`config.mk`:
```
export PLATFORM = sky130hd
export DESIGN_NAME = datapath_seq
export DESIGN_NICKNAME = d
export VERILOG_FILES = /design/src/rtl/datapath_seq.sv
export SDC_FILE = /design/constraint.sdc
export NUM_CORES = 2
export LEC_CHECK = 0
export CAP_MARGIN = 40
export CORE_MARGIN = 3
export CORE_UTILIZATION = 45
export DETAILED_ROUTE_END_ITERATION = 16
export MAX_ROUTING_LAYER = met4
export PLACE_DENSITY = 0.63
export SLEW_MARGIN = 15
export SYNTH_ARGS = -nofsm -noshare
export SYNTH_HDL_FRONTEND = slang
export SYNTH_SLANG_ARGS = --single-unit
export TNS_END_PERCENT = 20
```
`constraint.sdc`:
```
create_clock -name clock -period 16.1 [get_ports clock]
set_input_delay 3.22 -clock clock [delete_from_list [all_inputs] [get_ports clock]]
set_output_delay 3.22 -clock clock [all_outputs]
set_load 0.05 [all_outputs]
```
`src/rtl/datapath_seq.sv`:
```
`default_nettype none
// ============================================================================
// Module   : datapath_seq
// Brief    : Register file + ALU driven by an IDLE/TY/TZ/TWB(/TWBHI) sequencer.
//            Define DATAPATH_SEQ_MUL_EN to add the signed multiplier (op 11).
// Revision : 1.0 - initial release
// ============================================================================
module datapath_seq #(
  parameter int  WIDTH = 32,
  parameter int  NREGS = 16,
  localparam int AW    = $clog2(NREGS)
) (
  input  logic             clock,
  input  logic             clear,
  input  logic             start,
  input  logic [3:0]       op,
  input  logic [AW-1:0]    ra,
  input  logic [AW-1:0]    rb,
  input  logic [AW-1:0]    rc,
  input  logic             ld_en,
  input  logic [AW-1:0]    ld_addr,
  input  logic [WIDTH-1:0] ld_data,
  input  logic [AW-1:0]    rd_addr,
  output logic [WIDTH-1:0] rd_data,
  output logic             busy,
  output logic             done,
  output logic             err,
  output logic             zero,
  output logic [WIDTH-1:0] hi,
  output logic [WIDTH-1:0] lo
);

  localparam int c_SW = (WIDTH > 1) ? $clog2(WIDTH) : 1;
`ifdef DATAPATH_SEQ_MUL_EN
  localparam int c_ZW = 2 * WIDTH;
`else
  // Without the multiplier the upper half of Z would always be zero.
  localparam int c_ZW = WIDTH;
`endif

  localparam logic [3:0] c_OP_ADD  = 4'd0;
  localparam logic [3:0] c_OP_SUB  = 4'd1;
  localparam logic [3:0] c_OP_AND  = 4'd2;
  localparam logic [3:0] c_OP_OR   = 4'd3;
  localparam logic [3:0] c_OP_SHR  = 4'd4;
  localparam logic [3:0] c_OP_SHRA = 4'd5;
  localparam logic [3:0] c_OP_SHL  = 4'd6;
  localparam logic [3:0] c_OP_ROR  = 4'd7;
  localparam logic [3:0] c_OP_ROL  = 4'd8;
  localparam logic [3:0] c_OP_NEG  = 4'd9;
  localparam logic [3:0] c_OP_NOT  = 4'd10;
`ifdef DATAPATH_SEQ_MUL_EN
  localparam logic [3:0] c_OP_MUL  = 4'd11;
`endif

  typedef enum logic [2:0] {
    S_IDLE  = 3'd0,
    S_TY    = 3'd1,
    S_TZ    = 3'd2,
`ifdef DATAPATH_SEQ_MUL_EN
    S_TWBHI = 3'd4,
`endif
    S_TWB   = 3'd3
  } state_t;

  state_t             r_state;
  state_t             w_next;

  logic [WIDTH-1:0]   r_regs [NREGS];
  logic [3:0]         r_op;
  logic [AW-1:0]      r_ra;
  logic [AW-1:0]      r_rb;
  logic [AW-1:0]      r_rc;
  logic [WIDTH-1:0]   r_y;
  logic [c_ZW-1:0]    r_z;
  logic [WIDTH-1:0]   r_hi;
  logic [WIDTH-1:0]   r_lo;
  logic               r_zero;
  logic               r_err;

  logic [WIDTH-1:0]   w_bus;
  logic [c_SW-1:0]    w_shamt;
  logic [2*WIDTH-1:0] w_dbl;
  logic [2*WIDTH-1:0] w_rot;
  logic [c_ZW-1:0]    w_alu;
  logic               w_op_legal;

  always_comb begin
    w_op_legal = (op <= c_OP_NOT);
`ifdef DATAPATH_SEQ_MUL_EN
    if (op == c_OP_MUL) begin
      w_op_legal = 1'b1;
    end
`endif
  end

  // The single bus carries R[rb] during TY and R[rc] during TZ.
  always_comb begin
    w_bus = (r_state == S_TY) ? r_regs[r_rb] : r_regs[r_rc];
  end

  always_comb begin
    w_shamt = w_bus[c_SW-1:0];
    w_dbl   = {r_y, r_y};
    w_rot   = '0;
    w_alu   = '0;
    case (r_op)
      c_OP_ADD:  w_alu[WIDTH-1:0] = r_y + w_bus;
      c_OP_SUB:  w_alu[WIDTH-1:0] = r_y - w_bus;
      c_OP_AND:  w_alu[WIDTH-1:0] = r_y & w_bus;
      c_OP_OR:   w_alu[WIDTH-1:0] = r_y | w_bus;
      c_OP_SHR:  w_alu[WIDTH-1:0] = r_y >> w_shamt;
      c_OP_SHRA: w_alu[WIDTH-1:0] = $signed(r_y) >>> w_shamt;
      c_OP_SHL:  w_alu[WIDTH-1:0] = r_y << w_shamt;
      c_OP_ROR: begin
        w_rot            = w_dbl >> w_shamt;
        w_alu[WIDTH-1:0] = w_rot[WIDTH-1:0];
      end
      c_OP_ROL: begin
        w_rot            = w_dbl << w_shamt;
        w_alu[WIDTH-1:0] = w_rot[2*WIDTH-1:WIDTH];
      end
      c_OP_NEG:  w_alu[WIDTH-1:0] = -w_bus;
      c_OP_NOT:  w_alu[WIDTH-1:0] = ~w_bus;
`ifdef DATAPATH_SEQ_MUL_EN
      // Low 2W bits of the product of sign-extended operands = signed product.
      c_OP_MUL:  w_alu = $signed({{WIDTH{r_y[WIDTH-1]}}, r_y}) *
                         $signed({{WIDTH{w_bus[WIDTH-1]}}, w_bus});
`endif
      default:   w_alu = '0;
    endcase
  end

  always_comb begin
    w_next = r_state;
    case (r_state)
      S_IDLE: begin
        if (start && w_op_legal) begin
          w_next = S_TY;
        end
      end
      S_TY: w_next = S_TZ;
      S_TZ: begin
        w_next = S_TWB;
`ifdef DATAPATH_SEQ_MUL_EN
        if (r_op == c_OP_MUL) begin
          w_next = S_TWBHI;
        end
`endif
      end
      S_TWB:   w_next = S_IDLE;
`ifdef DATAPATH_SEQ_MUL_EN
      S_TWBHI: w_next = S_IDLE;
`endif
      default: w_next = S_IDLE;
    endcase
  end

  always_ff @(posedge clock) begin
    if (!clear) begin
      r_state <= S_IDLE;
    end else begin
      r_state <= w_next;
    end
  end

  always_ff @(posedge clock) begin
    if (!clear) begin
      for (int i = 0; i < NREGS; i++) begin
        r_regs[i] <= '0;
      end
      r_op   <= '0;
      r_ra   <= '0;
      r_rb   <= '0;
      r_rc   <= '0;
      r_y    <= '0;
      r_z    <= '0;
      r_hi   <= '0;
      r_lo   <= '0;
      r_zero <= 1'b0;
      r_err  <= 1'b0;
    end else begin
      r_err <= 1'b0;
      case (r_state)
        S_IDLE: begin
          // A same-cycle load lands before TY reads the file, so the op sees it.
          if (ld_en) begin
            r_regs[ld_addr] <= ld_data;
          end
          if (start) begin
            if (w_op_legal) begin
              r_op <= op;
              r_ra <= ra;
              r_rb <= rb;
              r_rc <= rc;
            end else begin
              r_err <= 1'b1;
            end
          end
        end
        S_TY: r_y <= w_bus;
        S_TZ: r_z <= w_alu;
        S_TWB: begin
          r_regs[r_ra] <= r_z[WIDTH-1:0];
          r_zero       <= (r_z[WIDTH-1:0] == '0);
        end
`ifdef DATAPATH_SEQ_MUL_EN
        S_TWBHI: begin
          r_hi   <= r_z[2*WIDTH-1:WIDTH];
          r_lo   <= r_z[WIDTH-1:0];
          r_zero <= (r_z == '0);
        end
`endif
        default: ;
      endcase
    end
  end

  assign rd_data = r_regs[rd_addr];
  assign busy    = (r_state != S_IDLE);
`ifdef DATAPATH_SEQ_MUL_EN
  assign done    = (r_state == S_TWB) || (r_state == S_TWBHI);
`else
  assign done    = (r_state == S_TWB);
`endif
  assign err     = r_err;
  assign zero    = r_zero;
  assign hi      = r_hi;
  assign lo      = r_lo;

endmodule
`default_nettype wire

```
==> flow_summary_export.csv <==
group,metric,value,unit
run_status,outcome,"completed",
power,finalPower,5.37,mW
synth,synth_area,0.0442,mm2
drt,ant_nets,0,
synth,yosysWarnings,0,
sta,final.period_utilization,0.611,
synth,synth-main-ff-cell,"edfxtp_1",
die,dieHeight,319,um
final_layout,n_fill_cell,8642,
die,row_count,114,
synth,synth_cells,3919,
setup_path,crit_slowest_cell,"clkdlybuf4s50_1",
power,p_seq_frac,0.345,
drt,drt_iter0_drc,6684,
drt,wl_per_cell,36.7,um
final_layout,drive_gt1_frac,0.215,
clock_network,clock_latency,0.64,ns
final_layout,area_growth,11.0,%
sta,timing.final.crit_period,9.84,ns
grt,grt_usage,0.386,
clock_network,cts.sinks,604,
drt,vias,37900,
drt,highest_layer,"met4",
clock_network,cts_hold_buffers,0,
clock_network,cts_tree,"done",
grt,antenna_found_initial,12,
clock_network,ctsResizeCount,0,
sta,setup_tns,0,ns
power,netSwitchingFraction,0.374,
sta,setup_viol,0,
sta,grt_setup_unrepaired,"false",
setup_path,r2r_slack,9.31,ns
power,p_int,3.36,mW
clock_network,path_clk_slew,0.06,ns
sta,worstMarginPinSlew,1.00,ns
power,p_leak,17.5,nW
power,powerDensity,109,mW/mm2
place,numPortBuffers,95,
die,initial_core_util,0.456,
place,dp_hpwl,131000,um
drt,routed_wirelength,194000,um
synth,yosysSeqAreaShare,0.389,
setup_path,path_buf_inv,4,
final_layout,final_cell_mix,"683 x nor2_1, 512 x edfxtp_1, 463 x mux4_2",
die,coreArea,0.0970,mm2
drt,met3WireLength,26600,um
drt,drt-met1-wl,67600,um
drt,route.met2.wl,85600,um
power,p_clk_frac,0.318,
setup_path,crit_fanout,77,
final_layout,seqCellArea,0.0172,mm2
power,power_switching,2.01,mW
drt,firstDrtPassIters,6,
synth,ys_seq_elements,604,
setup_path,worstPathCellList,"buf_8 -> buf_4 -> buf_16 -> mux4_2 -> mux4_2 -> clkdlybuf4s50_1",
grt,grt_overflow,0,
synth,synth.distinct_cells,95,
grt,grt_pass1_wl,273000,um
synth,synth_edf_count,512,
sta,hold_viol_final,0,
setup_path,worstSetupStartpointType,"primary input",
sta,slew_violations,0,
flow_run,drv_cap,0,
die,io_pins,160,
synth,synthArstFlopShare,0,
clock_network,cts_buffers,72,
synth,syn_avg_cell_area,11.3,um2
setup_path,critical_path_required,12.88,ns
clock_network,cts_root_buf,"clkbuf_16",
setup_path,critPathMaxStageDelay,0.73,ns
final_layout,nNetsFinal,4089,
drt,drc_errors,0,
clock_network,post_cts_buffers,0,
setup_path,crit_path_frequent_cell,"mux4_2",
final_layout,multi_input_area,0.0251,mm2
sta,skew,0.0213,ns
drt,vias_per_cell,7.20,
die,die_width,319,um
final_layout,final_common_cell,"nor2_1",
grt,grt_pass1_vias,36100,
grt,grt_max_degree,93,
setup_path,crit_arrival,6.62,ns
power,comb_power_share,0.337,
sta,max_slew_margin,0.312,
die,die_area,0.102,mm2
setup_path,critPathCaptureType,"output pin",
sta,fmax,102,MHz
setup_path,path_delay_family,"buffers and inverters",
power,ir_drop,0.0906,mV
setup_path,critPathKind,"primary input to output pin",
min_path,hold_path_class,"flop to flop",
clock_network,ctsHtreeMaxLevel,3,
clock_network,cts_buffer_depth,3,
place,gp_congestion,1.09,
layer usage:
| layer | up-vias | global-route usage |
|---|---|---|
| met5 | - | - |
| met4 | 0 | 0.210 |
| met3 | 737 | 0.0995 |
| met2 | 3265 | 0.566 |
| met1 | 18800 | 0.490 |
| li1 | 15200 | - |
metrics by stage:
stage / utilization / cell area (um2) / worst slack, ns / cells / hold slack (ns)
after global placement: 0.477 / 46200 / 6.08 / 5090 / 0.440
after detailed placement: 0.480 / 46500 / 6.20 / 5122 / 0.442
after floorplan: - / 44400 / 7.43 / 3982 / 0.436
final: 0.506 / 49100 / 6.26 / 5270 / 0.448
after CTS: 0.505 / 49000 / 6.20 / 5252 / 0.449
after global routing: 0.506 / 49000 / 6.01 / 5269 / 0.468
flip-flops by register name, indices dropped and copies added, names as in the netlist, named ones only:
register,flops
zero,1
r_rc,4
err,1
r_rb,4
r_state,2
r_z,32
r_ra,4
r_regs,512
r_op,4
r_y,32
cell type report:
cell class / instances / area share
Tap cell: 1276 / 0.0325
Multi-Input combinational cell: 2903 / 0.513
Timing Repair Buffer: 263 / 0.0472
Clock inverter: 45 / 0.0106
Clock buffer: 85 / 0.0386
Inverter: 82 / 0.00638
Antenna cell: 12 / 0.000612
Sequential cell: 604 / 0.352
synthesized netlist by cell type, types with 20 or more instances:
library cell / count / area (um2)
nand3_1: 53 / 265
a21o_1: 32 / 240
o221ai_1: 26 / 228
a21oi_1: 171 / 856
nor3_1: 45 / 225
inv_1: 76 / 285
xor2_1: 25 / 219
dfxtp_1: 92 / 1840
nor2b_1: 26 / 163
nand4_1: 21 / 131
buf_2: 70 / 350
a21boi_0: 20 / 150
ha_1: 101 / 1260
buf_1: 23 / 86.3
o21ai_0: 125 / 626
mux2i_1: 173 / 1730
edfxtp_1: 512 / 15400
buf_4: 82 / 616
mux2_2: 25 / 282
mux4_2: 463 / 10400
a31oi_1: 45 / 282
o211ai_1: 45 / 338
a22oi_1: 43 / 323
a221oi_1: 36 / 315
nand2_1: 309 / 1160
a211oi_1: 28 / 210
clkbuf_1: 214 / 803
nand2b_1: 20 / 125
nor2_1: 684 / 2570
o22ai_1: 28 / 175
power groups by stage:
stage	sequential [mW]	clock, mW	combinational [mW]
6_report	1.85	1.70	1.81
3_5_place_dp	1.88	0	1.73
3_3_place_gp	1.88	0	1.71
5_1_grt	1.86	1.78	1.86
2_1_floorplan	1.83	0	1.16
4_1_cts	1.85	1.71	1.74
worst reg2reg max path, cell delays in order, from the launching register on:
cell and delay, ns:
dfxtp_4 0.73, buf_4 0.77, nor3b_1 0.24, a22o_1 0.32, a31oi_1 0.14, and3_2 0.52
inv_2 0.06, buf_4 0.29, ha_1 0.31, fa_1 0.43, nor2b_1 0.19, o31ai_1 0.09
buf_4 0.16, a211oi_1 0.63, o21ai_0 0.28, nand2b_1 0.22, a21oi_1 0.18, xor2_1 0.21
o211ai_1 0.54, nor3_1 0.17, a31oi_1 0.22
worst paths after layout:
check,startpoint,to,depth (start not counted)
min,r_rb[2],flop,2
min reg2reg,r_rb[2],flop,2
max reg2reg,flop,r_z[14],20
max,rd_addr[0],rd_data[15],6
kinds of logic after synthesis:
| group | after synthesis | share of synthesized area |
|---|---|---|
| AND/OR/NAND/NOR | 1243 | 0.118 |
| AO/OA/AOI/OAI | 786 | 0.122 |
| multiplexers | 663 | 0.282 |
| flip-flops | 604 | 0.389 |
| buffers and inverters | 475 | 0.0501 |
| adder cells (fa/ha/maj) | 103 | 0.0295 |
| XOR/XNOR | 44 | 0.00872 |
| other | 1 | 0.0000848 |
No activity file was read; power rests on OpenSTA's default activity.
